`config.mk`:
```
export PLATFORM = sky130hd
export DESIGN_NAME = fetch_stage
export DESIGN_NICKNAME = d
export VERILOG_FILES = /design/src/rtl/fetch_stage.sv
export SDC_FILE = /design/constraint.sdc
export NUM_CORES = 1
export LEC_CHECK = 0
export ABC_AREA = 1
export CELL_PAD_IN_SITES_DETAIL_PLACEMENT = 1
export CELL_PAD_IN_SITES_GLOBAL_PLACEMENT = 2
export CORE_UTILIZATION = 25
export DETAILED_ROUTE_END_ITERATION = 7
export GPL_TIMING_DRIVEN = 0
export PLACE_DENSITY_LB_ADDON = 0.1
export SETUP_SLACK_MARGIN = 0.4
export SYNTH_ARGS = -nofsm -noshare
export SYNTH_HDL_FRONTEND = slang
export SYNTH_SLANG_ARGS = --single-unit
```
`constraint.sdc`:
```
create_clock -name clk -period 1.7 [get_ports clk]
set_clock_uncertainty 0.1 [all_clocks]
set_input_delay 0.17 -clock clk [delete_from_list [all_inputs] [get_ports clk]]
set_output_delay 0.17 -clock clk [all_outputs]
set_load 0.02 [all_outputs]
```
`src/rtl/fetch_stage.sv`:
```
// Instruction-fetch stage: owns the PC, drives instruction-memory requests and
// holds the IF/ID register, with a one-entry skid buffer absorbing a response during stall.
//
// state | meaning
// FETCH | request outstanding at imem_addr = pc
// FULL  | skid buffer holds an instruction decode has not taken yet; no request
module fetch_stage #(
    parameter int                     PC_WIDTH    = 8,
    parameter int                     INSTR_WIDTH = 16,
    parameter logic [PC_WIDTH-1:0]    RESET_PC    = '0,
    parameter logic [INSTR_WIDTH-1:0] BUBBLE      = 16'hF000
) (
    input  logic                   clk,
    input  logic                   rst_n,
    output logic                   imem_req,
    output logic [PC_WIDTH-1:0]    imem_addr,
    input  logic [INSTR_WIDTH-1:0] imem_rdata,
    input  logic                   imem_valid,
    input  logic                   stall,
    input  logic                   redirect,
    input  logic [PC_WIDTH-1:0]    redirect_pc,
    output logic [INSTR_WIDTH-1:0] instr_out,
    output logic [3:0]             opcode,
    output logic [PC_WIDTH-1:0]    pc_out,
    output logic                   valid_out
);

    typedef enum logic {
        FETCH = 1'b0,
        FULL  = 1'b1
    } state_t;

    localparam logic [PC_WIDTH-1:0] PC_ONE = PC_WIDTH'(1);

    state_t                 state, state_next;
    logic [PC_WIDTH-1:0]    pc, pc_next;
    logic [INSTR_WIDTH-1:0] skid, skid_next;
    logic [PC_WIDTH-1:0]    skid_pc, skid_pc_next;
    logic [INSTR_WIDTH-1:0] instr_next;
    logic [PC_WIDTH-1:0]    pc_out_next;
    logic                   valid_next;
    logic                   accept;

    always_ff @(posedge clk or negedge rst_n) begin
        if (!rst_n) begin
            state     <= FETCH;
            pc        <= RESET_PC;
            skid      <= BUBBLE;
            skid_pc   <= '0;
            instr_out <= BUBBLE;
            pc_out    <= '0;
            valid_out <= 1'b0;
        end else begin
            state     <= state_next;
            pc        <= pc_next;
            skid      <= skid_next;
            skid_pc   <= skid_pc_next;
            instr_out <= instr_next;
            pc_out    <= pc_out_next;
            valid_out <= valid_next;
        end
    end

    // IF/ID may load when it is empty or decode is taking its current contents.
    assign accept = !valid_out || !stall;

    always_comb begin
        state_next   = state;
        pc_next      = pc;
        skid_next    = skid;
        skid_pc_next = skid_pc;
        instr_next   = instr_out;
        pc_out_next  = pc_out;
        valid_next   = valid_out;

        if (redirect) begin
            // Flush wins over everything, including a response arriving this cycle.
            pc_next      = redirect_pc;
            valid_next   = 1'b0;
            instr_next   = BUBBLE;
            skid_next    = BUBBLE;
            skid_pc_next = '0;
            state_next   = FETCH;
        end else begin
            unique case (state)
                FETCH: begin
                    if (imem_valid) begin
                        pc_next = pc + PC_ONE;
                        if (accept) begin
                            instr_next  = imem_rdata;
                            pc_out_next = pc;
                            valid_next  = 1'b1;
                        end else begin
                            skid_next    = imem_rdata;
                            skid_pc_next = pc;
                            state_next   = FULL;
                        end
                    end else if (accept) begin
                        valid_next = 1'b0;
                        instr_next = BUBBLE;
                    end
                end
                FULL: begin
                    if (!stall) begin
                        instr_next   = skid;
                        pc_out_next  = skid_pc;
                        valid_next   = 1'b1;
                        skid_next    = BUBBLE;
                        state_next   = FETCH;
                    end
                end
                default: state_next = FETCH;
            endcase
        end
    end

    // Gated by rst_n so no request is seen while reset is held.
    assign imem_req  = rst_n && (state == FETCH);
    assign imem_addr = pc;
    assign opcode    = instr_out[INSTR_WIDTH-1 -: 4];

endmodule
```
==> impl_metrics.tcl <==
set metrics [dict create \
    drive_gt1_share_pct 49.11 \
    ir_worst_vdd_mv 0.4498 \
    whs_ps -288.6 \
    max-clock-path-buffers 2 \
    hp-class "in -> async" \
    cts.clk_slew.worst_paths_ps 60 \
    critical_path_class "reg -> reg" \
    antenna_found_initial 0 \
    port_buffers 64 \
    place.detailed.hpwl_mm 6.385 \
    cts-htree-levels 3 \
    syn_area_um2 2912 \
    die_y_um 109.9 \
    cap_violations 0 \
    yosysWarnings 0 \
    area_growth_pct 67.51 \
    synth.distinct_cells 32 \
    dieArea_um2 12080 \
    clockRootBuffer "clkbuf_16" \
    cp_max_fo 5 \
    multi_input_area_um2 1603 \
    grt_usage_pct 18.72 \
    grt_pass1_wl_mm 16.34 \
    violations "negative hold slack" \
    grt_max_degree 60 \
    cts_tree "built" \
    pin_count 67 \
    drt_iter0_markers 85 \
    netlist.area_leader.share_pct 42.97 \
    antennaDiodeCount 0 \
    dpl_cell_area_um2 3740 \
    worst_slew_pin_slew_ps 744.2 \
    netlist_instances 335 \
    core_area_um2 11370 \
    gp_congestion 0.7070 \
    min_period_over_period_pct 87.99 \
    vias_per_cell 4.675 \
    grt_pass1_vias 2955 \
    n_fill_cell 1312 \
    crit_end "skid[11]$_DFFE_PN0P_" \
    crit_required_ps 1830 \
    fp.dieW_um 109.9 \
    drv_slew 0 \
    ys_seq_area_share_pct 50.19 \
    clkSinkCount 58 \
    post_drt_wl_per_cell_um 17.53 \
    ant_nets 0 \
    final_hold_viol_count 50 \
    overflow 0 \
    cp-start-kind "flop" \
    status "complete, but fails checks" \
    arrival_ps 1630 \
    setup.worst_path.end_class "flop" \
    r2r_slack_ps 200 \
    initial_core_util_pct 25.61 \
    syn-num-nets 365 \
    dr_total_vias 2763 \
    crit_path_start "state$_DFF_PN0_" \
    max_slew_margin_pct 50.39 \
    first_pass_iters 4 \
    setup_viol 0 \
    wl_mm 10.36 \
    stdcell_area_um2 4877 \
    fin_nets 473 \
    clock_latency_ps 340 \
    rows 39 \
    power_leakage_nw 2.223 \
    yosys.area.top_type "dfrtp_1" \
    cts_made_buffers 9 \
    period_needed_ps 1496 \
    synth_area_leaders "dfrtp_1 43%, nand2_1 10%, nand3_1 7.4%" \
    power.density_nw_per_um2 975.3 \
    rsz0062_at_grt "yes" \
    regArea_um2 1473 \
    rr_startpoint "state$_DFF_PN0_" \
    max_freq_ghz 0.6685 \
    synth_seq_cells 58 \
    reg2reg_to "skid[11]$_DFFE_PN0P_" \
    drc 0 \
    syn_area_per_cell_um2 8.691 \
    r2r_cells 8 \
]
[where the power goes]
group | switching, mW | internal [mW] | total [mW]
Combinational | 0.597 | 0.493 | 1.09
Sequential | 0.137 | 1.55 | 1.68
Clock | 0.705 | 1.28 | 1.98
[critical path: stages (launching register included)]
cell and delay, ps:
dfrtp_1 390, inv_2 90, or2_4 260, nand2_4 90
nor2_4 60, buf_8 160, buf_12 140, nand2_4 50
o21ai_2 50
[synth_stat cells]
cell type / instances
nand2_1: 79
nand2_2: 6
ha_1: 1
nor2_4: 1
dfstp_2: 8
o31ai_1: 2
nand2_4: 1
o21ai_2: 11
o21ai_0: 25
inv_1: 17
a21oi_1: 5
nand3_1: 43
mux2i_1: 9
a22oi_1: 4
buf_4: 11
a31oi_1: 2
buf_2: 7
nand4_4: 1
inv_2: 4
nand4_1: 1
or2_2: 1
nor3_1: 1
or2_1: 1
nor2_1: 19
a21boi_0: 1
buf_6: 2
clkbuf_1: 2
xnor2_1: 1
buf_8: 1
o21ai_1: 15
o211ai_1: 3
dfrtp_1: 50
[cell usage in the layout, fill, tap and decap left out, drive strengths merged, types with 2 or more instances in the layout]
master	count
o21ai	51
nand2	86
clkbuf	27
inv	21
a21oi	5
clkinv	3
o211ai	3
dfstp	8
dfrtp	50
buf	72
bufinv	2
or2	2
clkdlybuf4s15	4
nor2	20
nand4	2
o31ai	2
clkinvlp	2
clkdlybuf4s50	24
a22oi	4
mux2i	9
a31oi	2
nand3	43
[stage by stage]
step / power (mW) / std cells / utilization (%) / setup slack [ps] / TNS, ps
finish: 4.756 / 591 / 42.90 / 204.2 / 0
global route: 4.976 / 591 / 42.90 / 154.6 / 0
CTS: 4.745 / 585 / 40.95 / 225.2 / 0
detailed placement: 2.575 / 542 / 32.89 / -252.0 / -4193
global placement: 2.567 / 542 / 32.92 / -2294 / -109930
floorplan: 2.129 / 335 / - / 372.3 / 0
[registers in the layout, indices dropped and copies added (netlist names)]
name       count
imem_addr      8
instr_out     16
pc_out         8
skid          16
skid_pc        8
state          1
valid_out      1
[metal layers]
layer | routed length, um | track usage [%]
met1 | 5065 | 25.49
met2 | 4793 | 29.24
met3 | 344 | 3.675
met4 | 155 | 6.857
met5 | 0 | 0
[logic make-up (layout without fill, tap and decap cells)]
logic type	Yosys count	count (layout)	synth area share (%)
AO/OA/AOI/OAI	68	68	14.05
AND/OR/NAND/NOR	154	154	23.64
multiplexers	9	9	3.094
buffers and inverters	44	157	8.294
adder cells (fa/ha/maj)	1	1	0.4297
flip-flops	58	58	50.19
XOR/XNOR	1	1	0.3009
[cell type report]
cell class / instances / area share [%]
plain buffers: 23 / 5.439
clock buffers: 9 / 4.618
clock inverters: 7 / 1.924
inverters: 21 / 1.821
multi-input cells: 233 / 32.86
flip-flops and latches: 58 / 30.19
well taps: 143 / 3.669
repair buffers: 97 / 19.47
[worst min-delay path by stage]
stage                              from                  endpoint  depth (start not counted)
CTS                               rst_n    skid_pc[5]$_DFFE_PN0P_                          1
floorplan                         rst_n  imem_addr[0]$_DFFE_PN0P_                          0
global placement    skid[2]$_DFFE_PN0P_       skid[2]$_DFFE_PN0P_                          2
global route                      rst_n  imem_addr[5]$_DFFE_PN0P_                          1
finish                            rst_n    skid_pc[5]$_DFFE_PN0P_                          1
detailed placement                rst_n    skid_pc[6]$_DFFE_PN0P_                          1
[repair_timing]
action / in CTS / in global routing
endpoints found under the setup margin: 91 / 76
resized for setup: 228 / 85
hold endpoints to repair: 50 / 50
pin swaps: 16 / 20
setup buffers: 23 / 5
gates cloned: 4 / 1
Note: power is estimated with default switching activity, not from simulation.
